`config.mk`:
```
export PLATFORM = sky130hd
export DESIGN_NAME = ddr3_dm_lane_tx_ctrl_flat
export DESIGN_NICKNAME = d
export VERILOG_FILES = /design/src/rtl/ddr3_dm_lane_tx_ctrl_if.sv /design/src/rtl/ddr3_dm_lane_tx_ctrl.sv /design/src/flat_wrapper.sv
export SDC_FILE = /design/constraint.sdc
export NUM_CORES = 1
export LEC_CHECK = 0
export CAP_MARGIN = 20
export CELL_PAD_IN_SITES_DETAIL_PLACEMENT = 1
export CELL_PAD_IN_SITES_GLOBAL_PLACEMENT = 1
export CORE_MARGIN = 2
export CORE_UTILIZATION = 49
export CTS_BUF_LIST = sky130_fd_sc_hd__clkbuf_16
export DETAILED_ROUTE_END_ITERATION = 12
export PLACE_DENSITY_LB_ADDON = 0.1
export SYNTH_ARGS = -nofsm -noshare
export SYNTH_HDL_FRONTEND = slang
export SYNTH_SLANG_ARGS = --single-unit
```
`constraint.sdc`:
```
create_clock -name fab_clk -period 1.87 [get_ports fab_clk]
set_input_delay 0.374 -clock fab_clk [delete_from_list [all_inputs] [get_ports fab_clk]]
set_output_delay 0.374 -clock fab_clk [all_outputs]
set_load 0.02 [all_outputs]
```
`src/rtl/ddr3_dm_lane_tx_ctrl_if.sv`:
```
`default_nettype none
// ============================================================================
// Module      : ddr3_dm_lane_tx_ctrl_if
// Description : Bundle for the DDR3 DM lane transmit controller. It carries
//               the write-datapath handshake, the delay-line control and
//               status signals, and the IOD-facing lane signals.
//               master = write datapath / calibration side
//               slave  = ddr3_dm_lane_tx_ctrl
// Revision    : 1.0 - initial release
// ============================================================================
interface ddr3_dm_lane_tx_ctrl_if #(
  parameter int TAP_W = 8
);

  // Write datapath
  logic [3:0]       wr_lat;
  logic             wr_valid;
  logic             wr_ready;
  logic [7:0]       wr_dm;

  // Delay-line sequencing
  logic             dly_req;
  logic [TAP_W-1:0] dly_tap;
  logic             dly_busy;
  logic             dly_done;
  logic             dly_err;
  logic [TAP_W-1:0] dly_cur_tap;

  // IOD side
  logic [7:0]       tx_data_0;
  logic [3:0]       oe_data_0;
  logic             odt_en_0;
  logic             delay_line_load_0;
  logic             delay_line_move_0;
  logic             delay_line_direction_0;
  logic             delay_line_out_of_range_0;

  modport master (
    output wr_lat, wr_valid, wr_dm, dly_req, dly_tap, delay_line_out_of_range_0,
    input  wr_ready, dly_busy, dly_done, dly_err, dly_cur_tap,
    input  tx_data_0, oe_data_0, odt_en_0,
    input  delay_line_load_0, delay_line_move_0, delay_line_direction_0
  );

  modport slave (
    input  wr_lat, wr_valid, wr_dm, dly_req, dly_tap, delay_line_out_of_range_0,
    output wr_ready, dly_busy, dly_done, dly_err, dly_cur_tap,
    output tx_data_0, oe_data_0, odt_en_0,
    output delay_line_load_0, delay_line_move_0, delay_line_direction_0
  );

endinterface
`default_nettype wire

```
`src/rtl/ddr3_dm_lane_tx_ctrl.sv`:
```
`default_nettype none
// ============================================================================
// Module      : ddr3_dm_lane_tx_ctrl
// Description : Fabric-side driver for one DDR3 data-mask lane IOD. Delays
//               each accepted BL8 mask word by WR_LAT cycles and drives
//               TX_DATA/OE_DATA/ODT_EN, and sequences the IOD output delay
//               line (LOAD then MOVE steps) to a requested tap, blocking
//               writes while the sequence runs.
//               Optional feature macro: DDR3_DM_OE_PREAMBLE_EN adds a one
//               cycle OE/ODT preamble and postamble around each burst run.
// Revision    : 1.0 - initial release
// ============================================================================
module ddr3_dm_lane_tx_ctrl #(
  parameter int MAX_LAT   = 16,
  parameter int TAP_W     = 8,
  parameter int STEP_GAP  = 2,
  parameter int LOAD_WAIT = 4
) (
  input  logic                  fab_clk,
  input  logic                  arst_n,
  ddr3_dm_lane_tx_ctrl_if.slave bus
);

  localparam int CNT_W = 8;

  typedef enum logic [2:0] {
    S_IDLE  = 3'd0,
    S_DRAIN = 3'd1,
    S_LOAD  = 3'd2,
    S_LWAIT = 3'd3,
    S_STEP  = 3'd4,
    S_GAP   = 3'd5,
    S_DONE  = 3'd6,
    S_ERR   = 3'd7
  } state_t;

  state_t           state, state_nxt;
  logic [CNT_W-1:0] cnt, cnt_nxt;
  logic [TAP_W-1:0] cur_tap, cur_tap_nxt;
  logic [TAP_W-1:0] target, target_nxt;
  logic             err_r, err_nxt;
  logic             dir_r;

  logic [MAX_LAT-1:0] pipe_vld;
  logic [7:0]         pipe_dm [MAX_LAT];
  logic               tx_vld_r;
  logic [7:0]         tx_dm_r;
  logic               oe_r;

  logic               accept;
  logic               load_vld;
  logic               oe_nxt;
  logic               pipe_empty;
  logic               drained;

  assign accept   = bus.wr_valid & bus.wr_ready;
  // Stage WR_LAT holds the word that moves into the output register next edge.
  assign load_vld = pipe_vld[bus.wr_lat];

  // Latency pipe: stage 0 captures the accepted word, every stage shifts each cycle.
  always_ff @(posedge fab_clk or negedge arst_n) begin
    if (!arst_n) begin
      pipe_vld <= '0;
      for (int i = 0; i < MAX_LAT; i++) pipe_dm[i] <= 8'h00;
    end else begin
      pipe_vld   <= {pipe_vld[MAX_LAT-2:0], accept};
      pipe_dm[0] <= accept ? bus.wr_dm : 8'h00;
      for (int i = 1; i < MAX_LAT; i++) pipe_dm[i] <= pipe_dm[i-1];
    end
  end

  // Output enable: burst cycles, plus optional preamble/postamble cycles.
  always_comb begin
    oe_nxt = load_vld;
`ifdef DDR3_DM_OE_PREAMBLE_EN
    // Preamble when the word one stage short of the tap will load next cycle;
    // postamble in the cycle after any burst. WR_LAT=0 has no preamble slot.
    if ((bus.wr_lat != 4'd0) && pipe_vld[bus.wr_lat - 4'd1]) oe_nxt = 1'b1;
    if (tx_vld_r) oe_nxt = 1'b1;
`endif
  end

  // Registered IOD drive: data only in burst cycles, zero otherwise.
  always_ff @(posedge fab_clk or negedge arst_n) begin
    if (!arst_n) begin
      tx_vld_r <= 1'b0;
      tx_dm_r  <= 8'h00;
      oe_r     <= 1'b0;
    end else begin
      tx_vld_r <= load_vld;
      tx_dm_r  <= load_vld ? pipe_dm[bus.wr_lat] : 8'h00;
      oe_r     <= oe_nxt;
    end
  end

  // Stages beyond WR_LAT have already been handed to the output register.
  always_comb begin
    pipe_empty = 1'b1;
    for (int i = 0; i < MAX_LAT; i++) begin
      if ((i <= int'(bus.wr_lat)) && pipe_vld[i]) pipe_empty = 1'b0;
    end
  end

  assign drained = pipe_empty & ~tx_vld_r & ~oe_r;

  // Direction reads 0 while in reset and 1 ever after (increment only).
  always_ff @(posedge fab_clk or negedge arst_n) begin
    if (!arst_n) dir_r <= 1'b0;
    else         dir_r <= 1'b1;
  end

  // Sequencer state and working registers.
  always_ff @(posedge fab_clk or negedge arst_n) begin
    if (!arst_n) begin
      state   <= S_IDLE;
      cnt     <= '0;
      cur_tap <= '0;
      target  <= '0;
      err_r   <= 1'b0;
    end else begin
      state   <= state_nxt;
      cnt     <= cnt_nxt;
      cur_tap <= cur_tap_nxt;
      target  <= target_nxt;
      err_r   <= err_nxt;
    end
  end

  // Sequencer next state and state-decoded outputs.
  always_comb begin
    state_nxt             = state;
    cnt_nxt               = cnt;
    cur_tap_nxt           = cur_tap;
    target_nxt            = target;
    err_nxt               = err_r;
    bus.wr_ready          = (state == S_IDLE);
    bus.dly_busy          = (state != S_IDLE);
    bus.dly_done          = (state == S_DONE);
    bus.delay_line_load_0 = (state == S_LOAD);
    // An out-of-range indication suppresses the step so the tap count holds.
    bus.delay_line_move_0 = (state == S_STEP) & ~bus.delay_line_out_of_range_0;

    case (state)
      S_IDLE: begin
        if (bus.dly_req) begin
          target_nxt = bus.dly_tap;
          err_nxt    = 1'b0;
          state_nxt  = S_DRAIN;
        end
      end
      S_DRAIN: begin
        if (drained) state_nxt = S_LOAD;
      end
      S_LOAD: begin
        cur_tap_nxt = '0;
        cnt_nxt     = CNT_W'(LOAD_WAIT - 1);
        state_nxt   = S_LWAIT;
      end
      S_LWAIT: begin
        if (cnt == '0) state_nxt = (target == '0) ? S_DONE : S_STEP;
        else           cnt_nxt   = cnt - CNT_W'(1);
      end
      S_STEP: begin
        if (bus.delay_line_out_of_range_0) begin
          err_nxt   = 1'b1;
          state_nxt = S_ERR;
        end else begin
          cur_tap_nxt = cur_tap + TAP_W'(1);
          cnt_nxt     = CNT_W'(STEP_GAP - 2);
          state_nxt   = S_GAP;
        end
      end
      S_GAP: begin
        if (bus.delay_line_out_of_range_0) begin
          err_nxt   = 1'b1;
          state_nxt = S_ERR;
        end else if (cnt == '0) begin
          state_nxt = (cur_tap == target) ? S_DONE : S_STEP;
        end else begin
          cnt_nxt = cnt - CNT_W'(1);
        end
      end
      S_DONE:  state_nxt = S_IDLE;
      S_ERR:   state_nxt = S_IDLE;
      default: state_nxt = S_IDLE;
    endcase
  end

  assign bus.tx_data_0              = tx_dm_r;
  assign bus.oe_data_0              = {4{oe_r}};
  assign bus.odt_en_0               = oe_r;
  assign bus.dly_err                = err_r;
  assign bus.dly_cur_tap            = cur_tap;
  assign bus.delay_line_direction_0 = dir_r;

endmodule
`default_nettype wire

```
`src/flat_wrapper.sv`:
```
// flat-port wrapper written by rule: the top's interface ports become plain ports
module ddr3_dm_lane_tx_ctrl_flat 
#(
  parameter int MAX_LAT   = 16,
  parameter int TAP_W     = 8,
  parameter int STEP_GAP  = 2,
  parameter int LOAD_WAIT = 4
)
  (fab_clk, arst_n, bus_wr_lat, bus_wr_valid, bus_wr_dm, bus_dly_req, bus_dly_tap, bus_delay_line_out_of_range_0, bus_wr_ready, bus_dly_busy, bus_dly_done, bus_dly_err, bus_dly_cur_tap, bus_tx_data_0, bus_oe_data_0, bus_odt_en_0, bus_delay_line_load_0, bus_delay_line_move_0, bus_delay_line_direction_0);
  ddr3_dm_lane_tx_ctrl_if #(.TAP_W(TAP_W)) bus_i ();
  input  logic fab_clk;
  input  logic arst_n;
  input wire logic [$bits(bus_i.wr_lat)-1:0] bus_wr_lat;
  input wire logic [$bits(bus_i.wr_valid)-1:0] bus_wr_valid;
  input wire logic [$bits(bus_i.wr_dm)-1:0] bus_wr_dm;
  input wire logic [$bits(bus_i.dly_req)-1:0] bus_dly_req;
  input wire logic [$bits(bus_i.dly_tap)-1:0] bus_dly_tap;
  input wire logic [$bits(bus_i.delay_line_out_of_range_0)-1:0] bus_delay_line_out_of_range_0;
  output wire logic [$bits(bus_i.wr_ready)-1:0] bus_wr_ready;
  output wire logic [$bits(bus_i.dly_busy)-1:0] bus_dly_busy;
  output wire logic [$bits(bus_i.dly_done)-1:0] bus_dly_done;
  output wire logic [$bits(bus_i.dly_err)-1:0] bus_dly_err;
  output wire logic [$bits(bus_i.dly_cur_tap)-1:0] bus_dly_cur_tap;
  output wire logic [$bits(bus_i.tx_data_0)-1:0] bus_tx_data_0;
  output wire logic [$bits(bus_i.oe_data_0)-1:0] bus_oe_data_0;
  output wire logic [$bits(bus_i.odt_en_0)-1:0] bus_odt_en_0;
  output wire logic [$bits(bus_i.delay_line_load_0)-1:0] bus_delay_line_load_0;
  output wire logic [$bits(bus_i.delay_line_move_0)-1:0] bus_delay_line_move_0;
  output wire logic [$bits(bus_i.delay_line_direction_0)-1:0] bus_delay_line_direction_0;
  assign bus_i.wr_lat = bus_wr_lat;
  assign bus_i.wr_valid = bus_wr_valid;
  assign bus_i.wr_dm = bus_wr_dm;
  assign bus_i.dly_req = bus_dly_req;
  assign bus_i.dly_tap = bus_dly_tap;
  assign bus_i.delay_line_out_of_range_0 = bus_delay_line_out_of_range_0;
  assign bus_wr_ready = bus_i.wr_ready;
  assign bus_dly_busy = bus_i.dly_busy;
  assign bus_dly_done = bus_i.dly_done;
  assign bus_dly_err = bus_i.dly_err;
  assign bus_dly_cur_tap = bus_i.dly_cur_tap;
  assign bus_tx_data_0 = bus_i.tx_data_0;
  assign bus_oe_data_0 = bus_i.oe_data_0;
  assign bus_odt_en_0 = bus_i.odt_en_0;
  assign bus_delay_line_load_0 = bus_i.delay_line_load_0;
  assign bus_delay_line_move_0 = bus_i.delay_line_move_0;
  assign bus_delay_line_direction_0 = bus_i.delay_line_direction_0;
  ddr3_dm_lane_tx_ctrl #(.MAX_LAT(MAX_LAT), .TAP_W(TAP_W), .STEP_GAP(STEP_GAP), .LOAD_WAIT(LOAD_WAIT)) u_core (.fab_clk(fab_clk), .arst_n(arst_n), .bus(bus_i));
endmodule
```
# After elaboration in Yosys (flattened, before gate mapping)
# Cells that the tools add are included.
# word_totals
in_bits	25
out_inout_bits	28
elab_cells	136
reg_bits	182
# classes
magnitude_cmp	17
add_sub_neg	2
n_bitwise	7
n_reduce_logical	29
n_eq_ne	15
mux	41
# ops
cell	count
8-bit two-way mux	8
8-bit binary-select mux with 4-bit select	1
4-bit <= comparator (first input constant)	8
8-bit one-hot mux with 4 select lines	1
3-bit one-hot mux with 7 select lines	1
1-bit two-way mux	19
3-bit by 4-bit <= comparator with 1-bit output (first input constant)	4
8-bit zero test	2
8-bit one-hot mux with 2 select lines	1
1-bit logical AND	15
3-bit two-way mux	5
3-bit == test (second input constant)	4
8-bit by 1-bit adder with 8-bit output (second input constant)	1
8-bit == test	1
2-bit by 4-bit <= comparator with 1-bit output (first input constant)	2
8-bit by 1-bit subtractor with 8-bit output (second input constant)	1
3-bit by 2-bit == test with 1-bit output (second input constant)	2
2-bit two-way mux	3
2-bit by 1-bit inequality test with 1-bit output (second input constant)	3
2-bit inequality test (second input constant)	3
3-bit AND reduction	2
5-bit >= comparator (second input constant)	1
4-bit by 5-bit less-than comparator with 1-bit output (second input constant)	1
4-bit inverter with 5-bit output	1
other kinds (14)	21

# Longest topological paths before layout
# depth
depth_word	21
ltp_mapped	7
mapped_depth_nobuf	7

# Worst setup path after synthesis
# No wires, ideal clock.
# synth_timing
path_kind	input port to flip-flop
start	input bus_wr_lat[0]
end	register u_core.tx_dm_r[0] (netlist: u_core.bus.tx_data_0[0])
setup_ns	0.132
t_arrival_ns	1.741
setup_slack_ns	-0.003
required_ns	1.738
path_buffers	2
path_stages	5
cell_sequence	buf_6 > buf_6 > mux4_1 > mux4_2 > nor2b_1
# synth_via
elab_chain_len	5
elab_cells_between_ends	7
cone_classes	mux: 6; bitwise: 1
# synth_rtl
element	line_no	rtl
start: declaration	flat_wrapper.sv:13	input wire logic [$bits(bus_i.wr_lat)-1:0] bus_wr_lat;
4-bit inverter with 5-bit output (implied by the code)	ddr3_dm_lane_tx_ctrl.sv:91	tx_dm_r <= load_vld ? pipe_dm[bus.wr_lat] : 8'h00;
8-bit binary-select mux with 4-bit select	ddr3_dm_lane_tx_ctrl.sv:91	
8-bit two-way mux (implied by the code) (2 in a row)	ddr3_dm_lane_tx_ctrl.sv:91	
8-bit two-way mux (*)	ddr3_dm_lane_tx_ctrl.sv:91	
end signal: assignment	ddr3_dm_lane_tx_ctrl.sv:91	
end: declaration	ddr3_dm_lane_tx_ctrl.sv:47	logic [7:0] tx_dm_r;
# Every way passes the cells marked *; elsewhere a longest branch is shown, timed or not. The select of a mux whose other input is x is not followed.
# A chain may end at the register's enable or synchronous reset.

# Worst setup path in the final report
# layout_timing
start	register u_core.state[1]
end	output bus_dly_busy
# layout_via
elab_chain_len	1
# layout_rtl
element	line_no	rtl
start: declaration	ddr3_dm_lane_tx_ctrl.sv:37	state_t state, state_nxt;
start signal: assignment	ddr3_dm_lane_tx_ctrl.sv:121	state <= state_nxt;
3-bit nonzero test	ddr3_dm_lane_tx_ctrl.sv:137	bus.dly_busy = (state != S_IDLE);
end: declaration	flat_wrapper.sv:20	output wire logic [$bits(bus_i.dly_busy)-1:0] bus_dly_busy;
# No other way between the ends.

==> results.tsv <==
stage	metric	value	unit
worst_setup_path	critical-path-max-stage-delay	0.43	ns
synthesis	synth_enable_flop_cells	0	
sta	postLayoutSetupSlackWorst	-0.0174	ns
sta	slew_headroom	66.5	%
worst_setup_path	worst-r2r-cell-count	8	
sta	layout_min_cycle_time	1.89	ns
worst_setup_path	r2r_end	u_core.cnt[7]	
status	violated_checks	negative setup slack	
sta	fmaxAchievable	530	MHz
sta	period_share	101	%
min_path	hold_depth	0	
detailed_routing	wl	15000	um
synthesis	netlist_instances	419	
worst_setup_path	crit-reg2reg-launch	u_core.state[2]	
worst_setup_path	cell_repeated_most_along_the_worst_path	sky130_fd_sc_hd__buf_6	
clock_network	tritoncts	yes	
synthesis	synth_fp_nets	447	
worst_setup_path	worst-setup-path-type	reg -> out	
floorplan	fp.dieArea	15000	um^2
clock_network	clock_tree.buffer_depth	2	
detailed_routing	drt_first_pass_iters	4	
floorplan	chipHeight	122	um
placement	detailed_place_hpwl	9670	um
placement	globalplace.congestion	0.783	
worst_setup_path	worstPathMaxFanout	2	
cells_and_area	design.final.nets	544	
synthesis	synthArstFlopShare	100	%
sta	drv_slew	0	
grt	global_route.overflow_total	0	
sta	layout_skew	0.00702	ns
clock_network	h-tree-depth	4	
cells_and_area	antenna-diode-count	0	
detailed_routing	ratio_of_routed_vias_to_standard_cells	5.51	
sta	setup_violations	1	
sta	tightestPinTransition	0.502	ns
grt	first_pass_grt_wire_length	24600	um
synthesis	yosysWarnings	0	
min_path	min_to	u_core.pipe_dm[112]	
floorplan	die_width	122	um
floorplan	rows	43	
min_path	worst_hold_startpoint	u_core.pipe_dm[120]	
worst_setup_path	critPathLaunchType	register	
worst_setup_path	worstPathCellList	or3_4 > buf_6 > buf_6	
synthesis	post_synth_num_cell_types	50	
sta	fin_setup_tns	-0.0174	ns
detailed_routing	routedWlPerCell	21.2	um
detailed_routing	iter_0_drt_violations	208	
sta	rsz_0062_raised_after_global_routing	true	
run	timing.max_cap.violations	0	
floorplan	fp.coreArea	13800	um^2
power	fin_total_pwr	0.0107	W
worst_setup_path	crit_path_top_delay_cell	sky130_fd_sc_hd__or3_4	
clock_network	clk-insertion-delay-late	0.43	ns
clock_network	cts-root-buf	sky130_fd_sc_hd__clkbuf_16	
power	worst_ir_drop_vdd	0.000815	V
min_path	hp-class	reg -> reg	
worst_setup_path	cp.required	1.50	ns
synthesis	synth_top_flop_cell	sky130_fd_sc_hd__dfrtp_1	
clock_network	cts_sinks	182	
synthesis	ys_ff_latch	182	
worst_setup_path	setup.worst_path.end_class	output pin	
sta	hold_violations	0	
grt	grt_start_max_net_pins	54	
floorplan	io_pins	53	
worst_setup_path	worst-r2r-setup-slack	0.04	ns
placement	port_buffers	52	
synthesis	syn-mean-instance-area	16.4	um^2
floorplan	initial_standard_cell_utilization_of_the_core	49.9	%
status	status	finished with violations	
cells_and_area	final_layout_size_suffix_gt1_share	25.0	%
worst_setup_path	arrival	1.51	ns
cells_and_area	area_growth	24.7	%
detailed_routing	drc_errors	0	
clock_network	cts_inserted_buffers	17	
power	p_per_area	1250	nW/um^2
grt	grt_util_all_layers	22.3	%
detailed_routing	dr_total_vias	3910	
synthesis	post_synth_instance_area	6870	um^2
power	power_leakage	4.25	nW
grt	vias_in_the_first_global_route	4512	
synthesis	synth_seq_area_share	66.3	%
grt	antenna_violations_before_repair	0	
clock_network	cts.reportedPaths.clkPinSlew	0.07	ns
detailed_routing	route.antenna.remaining_nets	0	
## synth_stat cells, types with 7 or more instances
master                     number  area share, %
sky130_fd_sc_hd__a21oi_1        7           0.51
sky130_fd_sc_hd__and3_1        11            1.0
sky130_fd_sc_hd__clkbuf_1       8           0.44
sky130_fd_sc_hd__dfrtp_1      182             66
sky130_fd_sc_hd__inv_1          8           0.44
sky130_fd_sc_hd__mux2_2         9            1.5
sky130_fd_sc_hd__mux4_1        21            8.0
sky130_fd_sc_hd__mux4_2        23            7.5
sky130_fd_sc_hd__nand2_1       17           0.93
sky130_fd_sc_hd__nor2_1        21            1.1
sky130_fd_sc_hd__nor2b_1       11            1.0
sky130_fd_sc_hd__o21ai_0        9           0.66
sky130_fd_sc_hd__xnor2_1        8            1.0
sky130_fd_sc_hd__xor2_1        11            1.4
## how the worst max path moves through the flow
stage | start | end | slack [ns] | cells after the start
floorplan | bus_wr_lat[0] | u_core.bus.tx_data_0[1] | -0.003 | 5
global placement | bus_wr_lat[1] | u_core.state[1] | -0.40 | 8
detailed placement | bus_wr_lat[1] | u_core.state[1] | -0.45 | 7
CTS | u_core.state[1] | bus_wr_ready | -0.004 | 3
global route | u_core.cnt[0] | u_core.cnt[7] | -0.06 | 9
finish | u_core.state[1] | bus_dly_busy | -0.02 | 3
## layer usage
layer	vias up	track usage (%)	part of all wire (%)
li1	1726	-	-
met1	2108	30.2	46
met2	66	36.7	50
met3	10	5.44	3.1
met4	0	5.39	0.83
met5	-	0	0
## logic make-up after synthesis
logic type	count (synthesis)	synth area share, %
buffers and inverters	32	2.81
multiplexers	54	17.2
adder cells (fa/ha/maj)	3	0.547
XOR/XNOR	19	2.42
AND/OR/NAND/NOR	88	6.59
other	1	0.0546
AO/OA/AOI/OAI	40	4.08
flip-flops	182	66.3
## worst max-delay path, delay by kind of cell (launching register included)
family                 cells  cell delay (ns)
AND/OR/NAND/NOR            1             0.43
buffers and inverters      2             0.25
flip-flops                 1             0.40
## power by group
| part | switching (W) | leakage [nW] | internal [W] |
|---|---|---|---|
| clock network | 0.00150 | 0.270 | 0.00195 |
| logic | 0.00119 | 1.49 | 0.00121 |
| registers | 0.000395 | 2.49 | 0.00445 |
| total | 0.00308 | 4.25 | 0.00761 |
## placed cells by master (no fill, tap or decap), types with 4 or more instances in the layout
cell and n:
sky130_fd_sc_hd__a21oi_1 7, sky130_fd_sc_hd__and3_1 11, sky130_fd_sc_hd__buf_12 9, sky130_fd_sc_hd__buf_4 38, sky130_fd_sc_hd__buf_6 7, sky130_fd_sc_hd__clkbuf_16 17, sky130_fd_sc_hd__clkdlybuf4s50_1 29, sky130_fd_sc_hd__clkinv_1 4
sky130_fd_sc_hd__dfrtp_1 182, sky130_fd_sc_hd__dlygate4sd2_1 13, sky130_fd_sc_hd__inv_1 8, sky130_fd_sc_hd__mux2_2 9, sky130_fd_sc_hd__mux4_1 21, sky130_fd_sc_hd__mux4_2 23, sky130_fd_sc_hd__nand2_1 17, sky130_fd_sc_hd__nand4_1 4
sky130_fd_sc_hd__nor2_1 20, sky130_fd_sc_hd__nor2b_1 11, sky130_fd_sc_hd__nor4_1 4, sky130_fd_sc_hd__o21ai_0 9, sky130_fd_sc_hd__xnor2_1 8, sky130_fd_sc_hd__xor2_1 11
## sequential cells by signal, indices dropped and copies added, names as in the netlist
| register | flops |
|---|---|
| u_core.tx_vld_r | 1 |
| u_core.bus.dly_cur_tap | 8 |
| u_core.state | 3 |
| u_core.bus.tx_data_0 | 8 |
| u_core.bus.dly_err | 1 |
| u_core.pipe_vld | 16 |
| u_core.bus.delay_line_direction_0 | 1 |
| u_core.target | 8 |
| u_core.pipe_dm | 128 |
| u_core.cnt | 8 |
## layout make-up
| type | instances | area [um^2] |
|---|---|---|
| multi-input combinational | 205 | 2180 |
| sequential | 182 | 4550 |
| clock buffer | 17 | 425 |
| timing repair buffer | 102 | 1010 |
| tap | 180 | 225 |
| fill | 1297 | 5210 |
| clock inverter | 15 | 138 |
| inverter | 8 | 32.5 |
## stage by stage
step	instances	hold slack (ns)	cell area, um^2	util, %	worst slack [ns]
after floorplan	419	0.0784	6880	-	-0.00261
after global placement	673	0.349	7910	57.4	-0.404
after detailed placement	673	0.356	7910	57.4	-0.449
after CTS	709	0.370	8520	61.8	-0.00432
after global routing	709	0.382	8560	62.2	-0.0607
final	709	0.367	8560	62.2	-0.0174
## what timing repair did
item / in CTS / in global routing
endpoints found under the hold margin: 47 / 0
buffers inserted: 3 / 0
hold buffers: 1 / 0
pin swaps: 4 / 5
resized for setup: 51 / 13
endpoints found under the setup margin: 23 / 23
(Power assumes the default switching activity.)
